File: src/rtl/rename_pkg.sv
// Shared rename-stage types: FSM states, default sizes and the renamed-instruction record
// handed to dispatch and the ROB.
package rename_pkg;

  localparam int unsigned NUM_LOG_DEF  = 32;
  localparam int unsigned PHY_W_DEF    = 7;
  localparam int unsigned NUM_CKPT_DEF = 4;
  localparam int unsigned CKPT_W_DEF   = $clog2(NUM_CKPT_DEF);

  typedef enum logic [0:0] {
    StRun,
    StRecover
  } rn_state_e;

  typedef struct packed {
    logic [PHY_W_DEF-1:0]  rs1_phy;
    logic                  rs1_rdy;
    logic [PHY_W_DEF-1:0]  rs2_phy;
    logic                  rs2_rdy;
    logic [PHY_W_DEF-1:0]  rd_phy;
    logic [PHY_W_DEF-1:0]  old_phy;
    logic [CKPT_W_DEF-1:0] ckpt_id;
    logic                  is_branch;
  } rn_result_t;

endpackage

File: src/rtl/rat_ckpt_ring.sv
// Ring of checkpoint snapshots with head/tail/count bookkeeping; oldest is released in order,
// recovery truncates the ring back to the restored slot.
module rat_ckpt_ring #(
  parameter int unsigned NUM_CKPT = 4,
  parameter int unsigned DATA_W   = 224,
  parameter int unsigned CKPT_W   = $clog2(NUM_CKPT)
) (
  input  logic              i_clk,
  input  logic              i_rst_n,
  input  logic              i_push,
  input  logic [DATA_W-1:0] i_push_data,
  input  logic              i_rel,
  input  logic              i_rec,
  input  logic [CKPT_W-1:0] i_rec_id,
  output logic [DATA_W-1:0] o_rec_data,
  output logic [CKPT_W-1:0] o_tail,
  output logic              o_full
);

  localparam int unsigned CNT_W = CKPT_W + 1;

  logic [DATA_W-1:0] r_slot [NUM_CKPT];
  logic [CKPT_W-1:0] r_head, r_tail;
  logic [CKPT_W-1:0] w_head_d, w_tail_d;
  logic [CNT_W-1:0]  r_cnt, w_cnt_d;
  logic              w_rel_eff;

  always_comb begin
    w_rel_eff = i_rel && (r_cnt != '0);
    w_head_d  = w_rel_eff ? r_head + CKPT_W'(1) : r_head;
    w_tail_d  = r_tail;
    w_cnt_d   = r_cnt;
    if (i_rec) begin
      // Release is applied first, so the surviving count is measured from the new head.
      w_tail_d = i_rec_id;
      w_cnt_d  = {1'b0, i_rec_id - w_head_d};
    end else begin
      if (i_push) w_tail_d = r_tail + CKPT_W'(1);
      if (i_push && !w_rel_eff) begin
        w_cnt_d = r_cnt + CNT_W'(1);
      end else if (!i_push && w_rel_eff) begin
        w_cnt_d = r_cnt - CNT_W'(1);
      end
    end
  end

  always_ff @(posedge i_clk or negedge i_rst_n) begin
    if (!i_rst_n) begin
      r_head <= '0;
      r_tail <= '0;
      r_cnt  <= '0;
    end else begin
      r_head <= w_head_d;
      r_tail <= w_tail_d;
      r_cnt  <= w_cnt_d;
    end
  end

  always_ff @(posedge i_clk) begin
    if (i_push && !i_rec) r_slot[r_tail] <= i_push_data;
  end

  assign o_rec_data = r_slot[i_rec_id];
  assign o_tail     = r_tail;
  assign o_full     = (r_cnt == CNT_W'(NUM_CKPT));

endmodule

File: src/rtl/rat_ckpt.sv
// Register alias table with per-tag ready bits, writeback wakeup and branch checkpoints
// for misprediction recovery; one rename per cycle, registered results.
module rat_ckpt
  import rename_pkg::*;
#(
  parameter int unsigned NUM_LOG  = NUM_LOG_DEF,
  parameter int unsigned PHY_W    = PHY_W_DEF,
  parameter int unsigned NUM_CKPT = NUM_CKPT_DEF,
  parameter int unsigned CKPT_W   = $clog2(NUM_CKPT),
  localparam int unsigned LOG_W   = $clog2(NUM_LOG),
  localparam int unsigned NUM_PHY = 2 ** PHY_W
) (
  input  logic              i_clk,
  input  logic              i_rst_n,
  input  logic              i_rn_valid,
  output logic              o_rn_ready,
  input  logic [LOG_W-1:0]  i_rn_rs1,
  input  logic [LOG_W-1:0]  i_rn_rs2,
  input  logic [LOG_W-1:0]  i_rn_rd,
  input  logic              i_rn_rd_we,
  input  logic              i_rn_is_branch,
  input  logic [PHY_W-1:0]  i_fl_phy,
  input  logic              i_fl_empty,
  output logic              o_fl_pop,
  output logic              o_out_valid,
  output logic [PHY_W-1:0]  o_out_rs1_phy,
  output logic [PHY_W-1:0]  o_out_rs2_phy,
  output logic              o_out_rs1_rdy,
  output logic              o_out_rs2_rdy,
  output logic [PHY_W-1:0]  o_out_rd_phy,
  output logic [PHY_W-1:0]  o_out_old_phy,
  output logic [CKPT_W-1:0] o_out_ckpt_id,
  output logic              o_out_is_branch,
  input  logic              i_wb_valid,
  input  logic [PHY_W-1:0]  i_wb_phy,
  input  logic              i_rel_valid,
  input  logic              i_rec_valid,
  input  logic [CKPT_W-1:0] i_rec_ckpt
);

  logic [NUM_LOG-1:0][PHY_W-1:0] r_map;
  logic [NUM_LOG-1:0][PHY_W-1:0] w_map_upd;
  logic [NUM_LOG*PHY_W-1:0]      w_map_rec;
  logic [NUM_PHY-1:0]            r_ready;
  rn_state_e                     r_state;

  logic              w_alloc, w_accept, w_ckpt_full, w_push;
  logic [CKPT_W-1:0] w_tail;
  logic [PHY_W-1:0]  w_rs1_phy, w_rs2_phy;
  logic              w_rs1_rdy, w_rs2_rdy;

  assign w_alloc    = i_rn_rd_we && (i_rn_rd != '0);
  assign o_rn_ready = i_rst_n && (r_state == StRun) && !i_rec_valid &&
                      !(w_alloc && i_fl_empty) && !(i_rn_is_branch && w_ckpt_full);
  assign w_accept   = i_rn_valid && o_rn_ready;
  assign o_fl_pop   = w_accept && w_alloc;
  assign w_push     = w_accept && i_rn_is_branch;

  always_comb begin
    w_rs1_phy = (i_rn_rs1 == '0) ? '0 : r_map[i_rn_rs1];
    w_rs2_phy = (i_rn_rs2 == '0) ? '0 : r_map[i_rn_rs2];
    w_rs1_rdy = (i_rn_rs1 == '0) || r_ready[w_rs1_phy] || (i_wb_valid && i_wb_phy == w_rs1_phy);
    w_rs2_rdy = (i_rn_rs2 == '0) || r_ready[w_rs2_phy] || (i_wb_valid && i_wb_phy == w_rs2_phy);
    w_map_upd = r_map;
    if (w_alloc) w_map_upd[i_rn_rd] = i_fl_phy;
  end

  rat_ckpt_ring #(
    .NUM_CKPT (NUM_CKPT),
    .DATA_W   (NUM_LOG * PHY_W),
    .CKPT_W   (CKPT_W)
  ) u_ring (
    .i_clk       (i_clk),
    .i_rst_n     (i_rst_n),
    .i_push      (w_push),
    .i_push_data (w_map_upd),
    .i_rel       (i_rel_valid),
    .i_rec       (i_rec_valid),
    .i_rec_id    (i_rec_ckpt),
    .o_rec_data  (w_map_rec),
    .o_tail      (w_tail),
    .o_full      (w_ckpt_full)
  );

  always_ff @(posedge i_clk or negedge i_rst_n) begin
    if (!i_rst_n) begin
      for (int i = 0; i < NUM_LOG; i++) r_map[i] <= PHY_W'(i);
    end else if (i_rec_valid) begin
      r_map <= w_map_rec;
    end else if (o_fl_pop) begin
      r_map <= w_map_upd;
    end
  end

  // Allocation is written after wakeup so a same-tag collision leaves the tag not ready.
  always_ff @(posedge i_clk or negedge i_rst_n) begin
    if (!i_rst_n) begin
      for (int i = 0; i < NUM_PHY; i++) r_ready[i] <= (i < NUM_LOG);
    end else begin
      if (i_wb_valid) r_ready[i_wb_phy] <= 1'b1;
      if (o_fl_pop)   r_ready[i_fl_phy] <= 1'b0;
    end
  end

  always_ff @(posedge i_clk or negedge i_rst_n) begin
    if (!i_rst_n) begin
      r_state         <= StRun;
      o_out_valid     <= 1'b0;
      o_out_rs1_phy   <= '0;
      o_out_rs2_phy   <= '0;
      o_out_rs1_rdy   <= 1'b0;
      o_out_rs2_rdy   <= 1'b0;
      o_out_rd_phy    <= '0;
      o_out_old_phy   <= '0;
      o_out_ckpt_id   <= '0;
      o_out_is_branch <= 1'b0;
    end else begin
      // A restore in either state (re)starts the one-cycle recovery window.
      r_state     <= i_rec_valid ? StRecover : StRun;
      o_out_valid <= w_accept;
      if (w_accept) begin
        o_out_rs1_phy   <= w_rs1_phy;
        o_out_rs2_phy   <= w_rs2_phy;
        o_out_rs1_rdy   <= w_rs1_rdy;
        o_out_rs2_rdy   <= w_rs2_rdy;
        o_out_rd_phy    <= w_alloc ? i_fl_phy : '0;
        o_out_old_phy   <= w_alloc ? r_map[i_rn_rd] : '0;
        o_out_ckpt_id   <= w_tail;
        o_out_is_branch <= i_rn_is_branch;
      end
    end
  end

endmodule

File: config.mk
export PLATFORM = sky130hd
export DESIGN_NAME = rat_ckpt
export DESIGN_NICKNAME = d
export VERILOG_FILES = /design/src/rtl/rename_pkg.sv /design/src/rtl/rat_ckpt_ring.sv /design/src/rtl/rat_ckpt.sv
export SDC_FILE = /design/constraint.sdc
export NUM_CORES = 2
export LEC_CHECK = 0
export CAP_MARGIN = 20
export CORE_ASPECT_RATIO = 1.25
export CORE_UTILIZATION = 40
export DETAILED_ROUTE_END_ITERATION = 8
export PLACE_DENSITY = 0.66
export SLEW_MARGIN = 10
export SYNTH_ARGS = -nofsm -noshare
export SYNTH_HDL_FRONTEND = slang
export SYNTH_SLANG_ARGS = --single-unit
File: constraint.sdc
create_clock -name i_clk -period 7.7 [get_ports i_clk]
set_clock_uncertainty 0.1 [all_clocks]
set_input_delay 1.925 -clock i_clk [delete_from_list [all_inputs] [get_ports i_clk]]
set_output_delay 1.925 -clock i_clk [all_outputs]
set_load 0.005 [all_outputs]
==> flow_summary.ini <==
[run_status]
status = complete, no violations

[pwr]
power_mw = 16.5
p_per_area_nw_per_um2 = 247
cellLeakagePower_nw = 23.1
ir_drop_mv = 0.190

[die]
fp-row-count = 158
start_util_pct = 40.3
die_w_um = 347
die_h_um = 434
io_pins = 76
dieArea_um2 = 151000
core_um2 = 148000

[clocking]
cts_tree = built
cts_buffers = 117
post-cts-setup-buffers = 0
clockBufferDepth = 3
cts.sinks = 1290
hold_buffers = 0
cts_max_level = 3
root_buffer = clkbuf_16
clock_latency_ns = 0.77
path_clk_slew_ns = 0.06
cts_resized = 0

[route]
wirelength_um = 176000
drt_first_iter_violations = 3934
viasPerCell = 6.25
dr.pass1.iters = 6
drc_errors = 0
ant_nets = 0
routedWlPerCell_um = 29.8
vias = 36854

[synth]
synth-seq-cells = 1290
synth_flop_cell = edfxtp_1
synthArstFlopShare_pct = 30.5
synthCells = 3839
synth_edf_count = 896
synth_top_cell_area_share_pct = 45.1
seq_area_frac_synth_pct = 61.9
yosys.area.top_type = edfxtp_1
synth_fp_nets = 3885
syn_area_um2 = 59600
synth_cell_type_count = 85
syn_area_per_cell_um2 = 15.5
synth_area_leaders = edfxtp_1 (45%), mux4_2 (16%), dfrtp_1 (12%)
yosysWarnings = 0

[layout]
syn_to_final_growth_pct = 12.1
final_cell_mix = edfxtp_1 (896), nand2_1 (519), mux4_2 (415)
fillCellCount = 12621
nNetsFinal = 3911
final_common_cell = edfxtp_1
layout-drive-gt1-share_pct = 31.0

[critical_path]
worstSetupPathType = primary input to output port
crit_path_start_kind = primary input
critPathRequiredTime_ns = 5.68
cp.arrival_ns = 4.49
end_kind = output port
cp_max_fo = 22

[sta]
final.setup.tns_ns = 0
fmax_mhz = 154
period_minus_slack_ns = 6.51
final-hold-violation-count = 0
max_slew_margin_pct = 21.1
rsz0062_at_grt = false
slew_viol_final = 0
min_period_over_period_pct = 84.5
worst_pin_slew_ns = 1.18
setup_violations = 0

[grt]
antenna_found_initial = 8
overflow = 0
grt_pass1_wl_um = 258000
grt_use_total_pct = 23.3
grt_max_degree = 144
grt_pass1_vias = 37056

[placement]
gp_congestion = 0.944
port-buffer-count = 75
hpwlAfterDp_um = 109000

[run]
cap_violations = 0

[worst_hold_path]
hold_path_class = flip-flop to flip-flop
[per-stage QoR]
stage | hold WS, ns | worst slack [ns] | std cells | area (µm²) | utilization [%]
after CTS | 0.369 | 1.19 | 5888 | 66800 | 45.1
after floorplan | 0.351 | 0.747 | 3839 | 59600 | -
after global placement | 0.351 | 1.22 | 5663 | 62700 | 42.4
after detailed placement | 0.355 | 1.21 | 5666 | 62800 | 42.4
final | 0.361 | 1.19 | 5892 | 66800 | 45.1
after global routing | 0.398 | 1.10 | 5892 | 66800 | 45.1
[synthesized netlist by cell type, types with 24 or more instances]
library cell  number
mux2_2           249
o21ai_0           24
mux2i_1          132
nand2_1          520
o22ai_1           36
mux4_2           415
buf_2             28
nor3_1            26
nand2b_1         105
nor2_1            63
nand3_1          149
dfstp_2          112
buf_1             45
o221a_2           90
dfrtp_1          282
clkbuf_1         176
a21oi_1          264
edfxtp_1         896
[final timing paths]
path / cells after the start / from / slack, ns / endpoint
setup reg to reg: 10 / r_map[148]$_DFFE_PN0P_ / 3.35 / o_out_rs2_rdy$_DFFE_PN0N_
hold / removal: 2 / o_out_rd_phy[4]$_DFFE_PN0N_ / 0.36 / o_out_rd_phy[4]$_DFFE_PN0N_
setup / recovery: 9 / i_rn_rd[3] / 1.19 / o_fl_pop
min in group asynchronous: 1 / i_rst_n / 1.03 / r_map[4]$_DFFE_PN0P_
max in group asynchronous: 3 / i_rst_n / 4.36 / r_ready[45]$_DFF_PN0_
hold reg to reg: 2 / o_out_rd_phy[4]$_DFFE_PN0N_ / 0.36 / o_out_rd_phy[4]$_DFFE_PN0N_
[flip-flops by register name, summed over array words and instances, names as in the netlist]
register and flops:
o_out_ckpt_id 2, o_out_is_branch 1, o_out_old_phy 7, o_out_rd_phy 7
o_out_rs1_phy 7, o_out_rs1_rdy 1, o_out_rs2_phy 7, o_out_rs2_rdy 1
o_out_valid 1, r_map 224, r_ready 128, r_state 1
u_ring.o_tail 2, u_ring.r_cnt 3, u_ring.r_head 2, u_ring.r_slot 896
[kinds of logic (layout without fill, tap and decap cells)]
family | count (synthesis) | after routing | share of synthesized area (%)
buffers and inverters | 280 | 409 | 1.99
adders and majority gates | 6 | 6 | 0.139
other | 0 | 4 | 0
DFF | 1290 | 1290 | 61.9
and+or+nand+nor | 942 | 942 | 7.21
muxes | 797 | 797 | 22.6
xor gates and xnor gates | 19 | 19 | 0.279
AOI/OAI and AO/OA | 505 | 505 | 5.87
[where the power goes]
| part | switching (mW) | leakage [nW] | total (mW) | internal [mW] |
|---|---|---|---|---|
| clock network | 2.65 | 1.98 | 6.09 | 3.44 |
| logic | 1.20 | 8.41 | 2.16 | 0.958 |
| registers | 0.384 | 12.7 | 8.24 | 7.85 |
| total | 4.24 | 23.1 | 16.5 | 12.2 |
[routing by layer]
layer	global-route usage (%)	up-vias	share of wire [%]	wire length [µm]
met3	3.71	446	7.1	12500
li1	-	15156	-	-
met2	38.6	1735	49	86200
met5	0	-	0.021	37
met1	29.5	19511	38	67300
met4	12.4	6	5.4	9460
[area by class of cell]
type / instances / area (µm²) / area share, %
diodes: 4 / 10.0 / 0.0150
flip-flops and latches: 1290 / 36900 / 55.2
clock inverters: 66 / 728 / 1.09
multi-input cells: 2269 / 21700 / 32.4
well taps: 1920 / 2400 / 3.60
repair buffers: 176 / 1740 / 2.60
inverters: 11 / 46.3 / 0.0693
clock buffers: 156 / 3320 / 4.96
[worst max-delay path, cell delays in order]
cell and delay [ns]:
clkdlybuf4s50_1 0.41, buf_4 0.24, o41a_1 0.63, a21oi_1 0.31, nand2_1 0.13, inv_2 0.09, nand2_4 0.09, inv_6 0.13
clkdlybuf4s50_1 0.50
No activity file was read; power rests on OpenSTA's default activity.
